===== src/rtl/llf_drain_scheduler_pkg.sv =====
// Shared types and helpers for the linked-list FIFO drain scheduler.
// Holds the index-width helper and the output buffer credit limit.
package llf_drain_scheduler_pkg;

    // Entries in the output buffer; pops are throttled against this.
    localparam int OUT_BUF_DEPTH = 2;

    // Bits needed to represent x (minimum 1), matching the FIFO's helper.
    function automatic int log2(input int x);
        int r;
        r = 1;
        for (int i = 1; i < 32; i++) begin
            if ((x >> i) != 0) r = i + 1;
        end
        return r;
    endfunction

endpackage


===== src/rtl/llf_out_buf.sv =====
// Two-entry {data, id} register FIFO with occupancy output.
// Head lives in slot 0; a dequeue shifts slot 1 down.
module llf_out_buf
    import llf_drain_scheduler_pkg::*;
#(
    parameter int WIDTH = 8,
    parameter int IDW   = 3
) (
    input  logic             clk,
    input  logic             rst,
    input  logic             enq_i,
    input  logic [WIDTH-1:0] enq_data_i,
    input  logic [IDW-1:0]   enq_id_i,
    input  logic             deq_i,
    output logic [1:0]       occ_o,
    output logic [WIDTH-1:0] head_data_o,
    output logic [IDW-1:0]   head_id_o
);

    logic [WIDTH-1:0] data_q [2];
    logic [WIDTH-1:0] data_d [2];
    logic [IDW-1:0]   id_q   [2];
    logic [IDW-1:0]   id_d   [2];
    logic [1:0]       occ_q, occ_d;
    logic [1:0]       wpos;
    logic             full;
    logic             accept;

    assign full   = (occ_q == 2'(OUT_BUF_DEPTH));
    assign wpos   = occ_q - {1'b0, deq_i};
    assign accept = enq_i & ~wpos[1];

    assign occ_o       = occ_q;
    assign head_data_o = data_q[0];
    assign head_id_o   = id_q[0];

    // Shift on dequeue, then write the new word behind the survivors.
    always_comb begin
        data_d = data_q;
        id_d   = id_q;
        if (deq_i) begin
            data_d[0] = data_q[1];
            id_d[0]   = id_q[1];
        end
        if (accept) begin
            data_d[wpos[0]] = enq_data_i;
            id_d[wpos[0]]   = enq_id_i;
        end
        occ_d = occ_q + {1'b0, accept} - {1'b0, deq_i};
    end

    // Storage and occupancy registers.
    always_ff @(posedge clk) begin
        if (rst) begin
            for (int i = 0; i < 2; i++) begin
                data_q[i] <= '0;
                id_q[i]   <= '0;
            end
            occ_q <= '0;
        end else begin
            data_q <= data_d;
            id_q   <= id_d;
            occ_q  <= occ_d;
        end
    end

    a_no_overflow: assert property (
        @(posedge clk) disable iff (rst) !(enq_i && full && !deq_i)
    );

endmodule


===== src/rtl/llf_drain_scheduler.sv =====
// Round-robin pop-side reader for the shared-RAM multi-queue FIFO.
// Waits out link init, then pops under a 2-word credit limit.
module llf_drain_scheduler
    import llf_drain_scheduler_pkg::*;
#(
    parameter int WIDTH       = 8,
    parameter int DEPTH       = 32,
    parameter int FIFOS       = 8,
    parameter int LOG2_FIFOS  = log2(FIFOS - 1),
    parameter int INIT_CYCLES = DEPTH + 4
) (
    input  logic                  clk,
    input  logic                  rst,
    input  logic [FIFOS-1:0]      enable_mask,
    output logic                  fifo_pop,
    output logic [LOG2_FIFOS-1:0] fifo_pop_fifo,
    input  logic                  fifo_empty,
    input  logic [WIDTH-1:0]      fifo_q,
    output logic                  out_valid,
    input  logic                  out_ready,
    output logic [WIDTH-1:0]      out_data,
    output logic [LOG2_FIFOS-1:0] out_fifo,
    output logic                  idle
);

    localparam int CNT_W = log2(INIT_CYCLES);
    localparam logic [LOG2_FIFOS-1:0] LAST_Q = LOG2_FIFOS'(FIFOS - 1);

    logic [CNT_W-1:0]      init_cnt_q, init_cnt_d;
    logic [LOG2_FIFOS-1:0] rr_q, rr_d;
    logic [LOG2_FIFOS-1:0] inflight_id_q, inflight_id_d;
    logic                  inflight_q, inflight_d;
    logic                  init_done;
    logic                  deq;
    logic                  credit_ok;
    logic [1:0]            occ;
    logic [2:0]            pending;

    assign init_done = (init_cnt_q == CNT_W'(INIT_CYCLES));
    assign deq       = out_valid & out_ready;
    // Words buffered or on their way, minus the one leaving now.
    assign pending   = {1'b0, occ} + {2'b00, inflight_q} - {2'b00, deq};
    assign credit_ok = (pending < 3'(OUT_BUF_DEPTH));

    assign fifo_pop_fifo = rr_q;
    assign fifo_pop = init_done & enable_mask[rr_q] & ~fifo_empty
                    & credit_ok;
    assign out_valid = (occ != 2'd0);
    assign idle = init_done & (occ == 2'd0) & ~inflight_q & ~fifo_pop;

    // Next state: saturating init count, free-running rotation, read tag.
    always_comb begin
        init_cnt_d    = init_cnt_q;
        rr_d          = rr_q;
        inflight_d    = fifo_pop;
        inflight_id_d = inflight_id_q;
        if (!init_done) begin
            init_cnt_d = init_cnt_q + CNT_W'(1);
        end else begin
            rr_d = (rr_q == LAST_Q) ? '0 : rr_q + LOG2_FIFOS'(1);
        end
        if (fifo_pop) inflight_id_d = rr_q;
    end

    // State registers; reset drops any read still in flight.
    always_ff @(posedge clk) begin
        if (rst) begin
            init_cnt_q    <= '0;
            rr_q          <= '0;
            inflight_q    <= 1'b0;
            inflight_id_q <= '0;
        end else begin
            init_cnt_q    <= init_cnt_d;
            rr_q          <= rr_d;
            inflight_q    <= inflight_d;
            inflight_id_q <= inflight_id_d;
        end
    end

    llf_out_buf #(
        .WIDTH (WIDTH),
        .IDW   (LOG2_FIFOS)
    ) u_buf (
        .clk         (clk),
        .rst         (rst),
        .enq_i       (inflight_q),
        .enq_data_i  (fifo_q),
        .enq_id_i    (inflight_id_q),
        .deq_i       (deq),
        .occ_o       (occ),
        .head_data_o (out_data),
        .head_id_o   (out_fifo)
    );

endmodule


===== config.mk =====
export PLATFORM = sky130hd
export DESIGN_NAME = llf_drain_scheduler
export DESIGN_NICKNAME = d
export VERILOG_FILES = /design/src/rtl/llf_drain_scheduler_pkg.sv /design/src/rtl/llf_out_buf.sv /design/src/rtl/llf_drain_scheduler.sv
export SDC_FILE = /design/constraint.sdc
export NUM_CORES = 1
export LEC_CHECK = 0
export ABC_AREA = 0
export CAP_MARGIN = 25
export CORE_MARGIN = 1
export CORE_UTILIZATION = 47
export CTS_CLUSTER_DIAMETER = 100
export DETAILED_ROUTE_END_ITERATION = 7
export GPL_TIMING_DRIVEN = 0
export PLACE_DENSITY = 0.76
export RECOVER_POWER = 100
export SLEW_MARGIN = 20
export SYNTH_ARGS = -nofsm -noshare
export SYNTH_HDL_FRONTEND = slang
export SYNTH_HIERARCHICAL = 1
export SYNTH_SLANG_ARGS = --single-unit

===== constraint.sdc =====
create_clock -name clk -period 3.2 [get_ports clk]
set_clock_uncertainty 0.2 [all_clocks]
set_input_delay 0.64 -clock clk [delete_from_list [all_inputs] [get_ports clk]]
set_output_delay 0.64 -clock clk [all_outputs]
set_load 0.01 [all_outputs]

==> results of run 1 <==
==> per-layer routing <==
metal	vias up	share of wire, %	GRT usage, %
met3	8	2.6	3.500
met5	-	0	0
met2	24	47	28.59
met4	0	2.1	8.594
li1	781	-	-
met1	701	49	24.41
==> worst paths after layout <==
check | startpoint | end | cells after the start
setup / recovery | out_ready | fifo_pop | 10
hold / removal | inflight_id_q[1] | inflight_id_q[1] | 2
setup reg to reg | u_buf/occ_o[1] | inflight_id_q[0] | 12
hold reg to reg | inflight_id_q[1] | inflight_id_q[1] | 2
==> report_power, final <==
| group | switching [mW] | total, mW | internal (mW) |
|---|---|---|---|
| sequential | 0.00602 | 0.474 | 0.468 |
| clock | 0.156 | 0.304 | 0.148 |
| combinational | 0.0762 | 0.177 | 0.101 |
==> cells by family after synthesis <==
group	count (synthesis)	synth area share, %
buffers and inverters	27	8.845
AOI/OAI and AO/OA	9	3.009
DFF	37	36.36
and+or+nand+nor	75	22.79
xor gates and xnor gates	8	3.440
muxes	40	20.27
adders and majority gates	8	5.282
==> metrics by stage <==
step                cell area (um^2)  hold WS [ps]  TNS, ps  util, %
finish                          2675         276.7   -697.2    65.46
global route                    2675         299.6   -910.7    65.46
CTS                             2653         280.4    -1105    64.91
detailed placement              2486         268.7    -2675    60.84
global placement                2486         262.2    -2548    60.84
floorplan                       2063         248.5        0        -
==> synthesized netlist by cell type <==
master,n
a21oi_1,5
nor2b_1,4
or2_2,13
o311ai_0,1
and3_4,1
o21ai_0,1
buf_6,5
nand2_1,4
dfxtp_1,37
mux2i_1,39
buf_4,11
a311o_1,1
or3_1,1
nand2b_1,29
nand3_1,4
nand3b_1,2
or2b_2,1
and3_1,1
nand4b_1,1
inv_1,7
ha_1,7
clkbuf_1,4
and2_1,1
or3b_1,1
nor3_1,3
nor4_2,1
xor2_1,3
nand4bb_1,1
nor4_1,1
fa_1,1
o2111a_2,1
xnor2_1,5
mux4_2,1
or2_1,1
nor2_1,5
==> layout make-up <==
| class | instances | area (um^2) | area share [%] |
|---|---|---|---|
| Clock inverter | 1 | 5.005 | 0.1871 |
| Sequential cell | 37 | 745.7 | 27.88 |
| Tap cell | 50 | 62.56 | 2.339 |
| Buffer | 20 | 153.9 | 5.753 |
| Inverter | 7 | 26.28 | 0.9822 |
| Clock buffer | 6 | 72.57 | 2.713 |
| Multi-Input combinational cell | 140 | 1186 | 44.34 |
| Timing Repair Buffer | 44 | 422.9 | 15.81 |
==> worst reg2reg max path, stage by stage (launching register included) <==
cell and delay, ps:
dfxtp_4 350, or2_4 240, and2_4 150, ha_4 200, nand2b_4 130, fa_2 360, xor2_2 170, nor4_4 290
o2111a_2 310, buf_6 120, buf_4 100, buf_6 100, mux2i_2 200
==> what timing repair did <==
item,CTS,global route
endpoints found under the hold margin,0,0
buffers inserted,7,2
setup endpoints to repair,2,6
gates resized for setup,17,3
pin swaps,6,3
cloned,0,0
==> run_results.csv, run 1 <==
group,metric,value,unit
outcome,status,"complete, but fails checks",
outcome,violations,"negative setup slack",
clock_tree,cts_tree,"yes",
final_layout,mostFrequentLayoutCell,"mux2i_1",
pwr,leakagePower,1.093,nW
clock_tree,numCtsBuffers,5,
synth,syn_area_per_cell,9.985,um^2
floorplan,core_area,0.004086,mm^2
route,wl,3.821,mm
synth,ys_seq_elements,37,
global_route,antenna_found_initial,0,
pwr,powerDensity,356.9,mW/mm^2
timing,relSlewSlack,67.74,%
timing,rsz0062_at_grt,"yes",
floorplan,die_height,67.83,um
clock_tree,clock_sinks,37,
worst_setup_path,arrival,2710,ps
worst_setup_path,critPathBufInv,3,
worst_setup_path,critPathLaunchType,"input pin",
route,drtIter0Drc,62,
timing,hold_viol_final,0,
flow_run,drv_cap,0,
synth,synthDistinctLibCells,35,
clock_tree,clock_latency,290,ps
synth,seq_area_frac_synth,36.36,%
synth,synth_top_area_cell,"dfxtp_1",
worst_setup_path,r2r_slack,190,ps
pwr,total_power,0.9548,mW
worst_setup_path,required,2360,ps
place,port-buffer-count,36,
timing,fmaxAchievable,0.2815,GHz
synth,syn-instance-count,204,
synth,synth.top_cell.area_share,36.36,%
clock_tree,htreeDepth,2,
clock_tree,path_clk_slew,60,ps
clock_tree,clockBufferDepth,2,
final_layout,fillers,337,
global_route,grt_first_pass_wirelength,6.203,mm
worst_setup_path,crit_family,"simple AND/OR/NAND/NOR gates",
clock_tree,holdBufCountCts,0,
final_layout,drive_gt1_share,23.53,%
worst_setup_path,worstPathCellList,"dlygate4sd2_1, and2_4, ha_4, nand2b_4, fa_2, xor2_2, nor4_4, o2111a_2, buf_6, buf_6",
global_route,grt_max_degree,16,
floorplan,row_count,23,
timing,worstMarginPinSlew,483.9,ps
timing,drv_slew,0,
route,dr.pass1.iters,4,
worst_setup_path,path_max_fanout,2,
final_layout,layout.cells.non_filler,305,
synth,synth_nets,232,
worst_setup_path,crit_type,"in -> out",
place,hpwl,2.601,mm
worst_setup_path,critPathMaxStageDelay,360,ps
floorplan,start_util,49.85,%
final_layout,nNetsFinal,283,
route,wire_per_inst,12.53,um
timing,setup-violations-final,2,
route,drcViolationCount,0,
timing,layout_min_cycle_time,3552,ps
global_route,grt-ovfl-total,0,
route,viasPerCell,4.964,
floorplan,die_width,67.83,um
route,detail-route-antenna-nets,0,
final_layout,num_antenna_cells,0,
timing,finalCritPeriodShare,111.0,%
final_layout,areaGrowthSynthToFinish,31.33,%
floorplan,die-area,0.004601,mm^2
worst_setup_path,crit_top_cell,"buf_6",
floorplan,io_pins,37,
worst_setup_path,cp_slowest_cell,"fa_2",
worst_hold_path,hold_path.class,"reg -> reg",
synth,synthTopCellsByArea,"dfxtp_1 (36%), mux2i_1 (19%), nand2b_1 (8.9%)",
synth,yosys_warnings,6,
place,place_congestion,0.7260,
final_layout,layout_common_cells,"mux2i_1 (38), dfxtp_1 (35), nand2b_1 (27)",
place,dpl.cell_count,290,
synth,syn_area,0.002037,mm^2
pwr,peakVddDrop,0.2462,mV
worst_setup_path,endpoint_kind,"output port",
timing,setup_ws,-352.1,ps
clock_tree,root_buffer,"clkbuf_8",
global_route,grt_util_all_layers,18.37,%
global_route,grt_pass1_vias,1373,
route,num_vias,1514,
place,dp_slack,-1095,ps
Note: power is estimated with default switching activity, not from simulation.
==> run 2, diff against run 1 <==
CORE_UTILIZATION = 30   (was 47)
PLACE_DENSITY = unset   (was 0.76)
==> run 2 against run 1 <==
  * The run ends with design-rule violations, negative setup slack left
  * Utilization down 23 points
  * Global-route usage down 6.3 points
  * Sequential power about the same
  * Power up 3.5%
  * Design area up 1.4%
  * Worst hold slack better by 1.6 ps
  * Routed wire length up 4.6%
  * Flip-flop and latch count unchanged
  * Register-to-register slack about the same
  * Maximum frequency up 1.7%
  * Sequential share of layout area down 0.40 points
  * Critical path depth unchanged
  * Critical path type is now reg -> out
  * Critical endpoint unchanged
  * Largest power group unchanged
==> run_results.csv, run 2 (same netlist as run 1, synthesis figures left out) <==
group,metric,value,unit
outcome,status,"complete, but fails checks",
outcome,violations,"design-rule violations, negative setup slack",
floorplan,die-area,0.007123,mm^2
worst_setup_path,arrival,2650,ps
final_layout,num_antenna_cells,0,
route,wl,3.998,mm
place,dp_slack,-1097,ps
timing,hold_viol_final,0,
pwr,leakagePower,1.106,nW
pwr,peakVddDrop,0.1454,mV
timing,setup-violations-final,2,
clock_tree,holdBufCountCts,0,
clock_tree,clock_sinks,37,
clock_tree,clock_latency,280,ps
timing,relSlewSlack,44.01,%
worst_setup_path,required,2360,ps
timing,setup_ws,-293.9,ps
global_route,grt_pass1_vias,1432,
worst_setup_path,critPathLaunchType,"flop",
timing,worstMarginPinSlew,839.9,ps
floorplan,io_pins,37,
route,drtIter0Drc,50,
place,place_congestion,0.7527,
pwr,total_power,0.9884,mW
floorplan,start_util,31.54,%
route,viasPerCell,4.479,
final_layout,layout_common_cells,"mux2i_1 (39), dfxtp_1 (35), nand2b_1 (27)",
final_layout,fillers,658,
floorplan,core_area,0.006459,mm^2
route,wire_per_inst,11.97,um
place,port-buffer-count,36,
clock_tree,path_clk_slew,80,ps
final_layout,layout.cells.non_filler,334,
clock_tree,clockBufferDepth,2,
timing,layout_min_cycle_time,3494,ps
worst_hold_path,hold_path.class,"reg -> reg",
worst_setup_path,path_max_fanout,2,
floorplan,die_width,84.40,um
global_route,grt-ovfl-total,0,
place,hpwl,2.754,mm
clock_tree,htreeDepth,2,
pwr,powerDensity,364.2,mW/mm^2
timing,setup_tns,-585.5,ps
final_layout,nNetsFinal,284,
place,dpl.cell_count,317,
timing,drv_slew,0,
clock_tree,numCtsBuffers,5,
final_layout,drive_gt1_share,23.35,%
route,detail-route-antenna-nets,0,
worst_setup_path,endpoint_kind,"output port",
timing,fmaxAchievable,0.2862,GHz
flow_run,drv_cap,0,
worst_setup_path,crit_type,"reg -> out",
clock_tree,root_buffer,"clkbuf_8",
floorplan,row_count,29,
final_layout,areaGrowthSynthToFinish,33.23,%
route,dr.pass1.iters,5,
route,drcViolationCount,2,
global_route,grt_first_pass_wirelength,6.727,mm
timing,finalCritPeriodShare,109.2,%
route,num_vias,1496,
global_route,grt_max_degree,16,
timing,rsz0062_at_grt,"yes",
clock_tree,cts_tree,"yes",
global_route,grt_util_all_layers,12.10,%
final_layout,mostFrequentLayoutCell,"mux2i_1",
floorplan,die_height,84.40,um
global_route,antenna_found_initial,0,
[run 2: final cells by class]
class	count	area (um^2)	area share, %
sequential	37	745.7	27.48
buffer	20	138.9	5.118
clock buffer	6	82.58	3.043
multi-input combinational	140	1182	43.57
timing repair buffer	45	427.9	15.77
clock inverter	2	13.76	0.5071
tap	77	96.34	3.550
inverter	7	26.28	0.9682
[run 2: final timing paths]
| path | end | slack [ps] | cells past startpoint | from |
|---|---|---|---|---|
| worst max-delay path | fifo_pop | -290 | 10 | u_buf/occ_o[1] |
| worst min-delay path | flop | 280 | 2 | flop |
| worst min register to register | flop | 280 | 2 | flop |
| worst max register to register | inflight_id_q[1] | 190 | 13 | u_buf/occ_o[1] |
[run 2: per-layer routing]
metal / wire length (um) / share of wire (%) / track usage [%]
met3: 125 / 3.1 / 2.753
met2: 1829 / 46 / 19.08
met1: 1989 / 50 / 15.98
met5: 0 / 0 / 0
met4: 53 / 1.3 / 5.085
[run 2: repair_timing]
| item | CTS | global route |
|---|---|---|
| pin swaps | 7 | 3 |
| gates resized for setup | 17 | 1 |
| buffers inserted | 9 | 0 |
| setup endpoints to repair | 2 | 3 |
[run 2: metrics by stage]
stage / utilization [%] / area, um^2 / hold WS (ps)
finish: 42.02 / 2714 / 278.2
global route: 42.02 / 2714 / 301.4
CTS: 42.13 / 2721 / 280.8
detailed placement: 39.02 / 2520 / 267.8
global placement: 39.02 / 2520 / 261.3
floorplan: - / 2063 / 248.5
[run 2: critical path, stage by stage (launching register included)]
cell and delay (ps):
dfxtp_4 340, or2_4 230, and2_4 150, ha_4 200
nand2b_4 130, fa_2 550, nand2b_4 60, nor4_4 180
o2111a_2 310, buf_6 120, buf_6 90
[run 2: report_power, final]
group	switching (mW)	internal [mW]
Sequential	0.00605	0.468
Combinational	0.0746	0.0967
Clock	0.169	0.175
Total	0.250	0.739
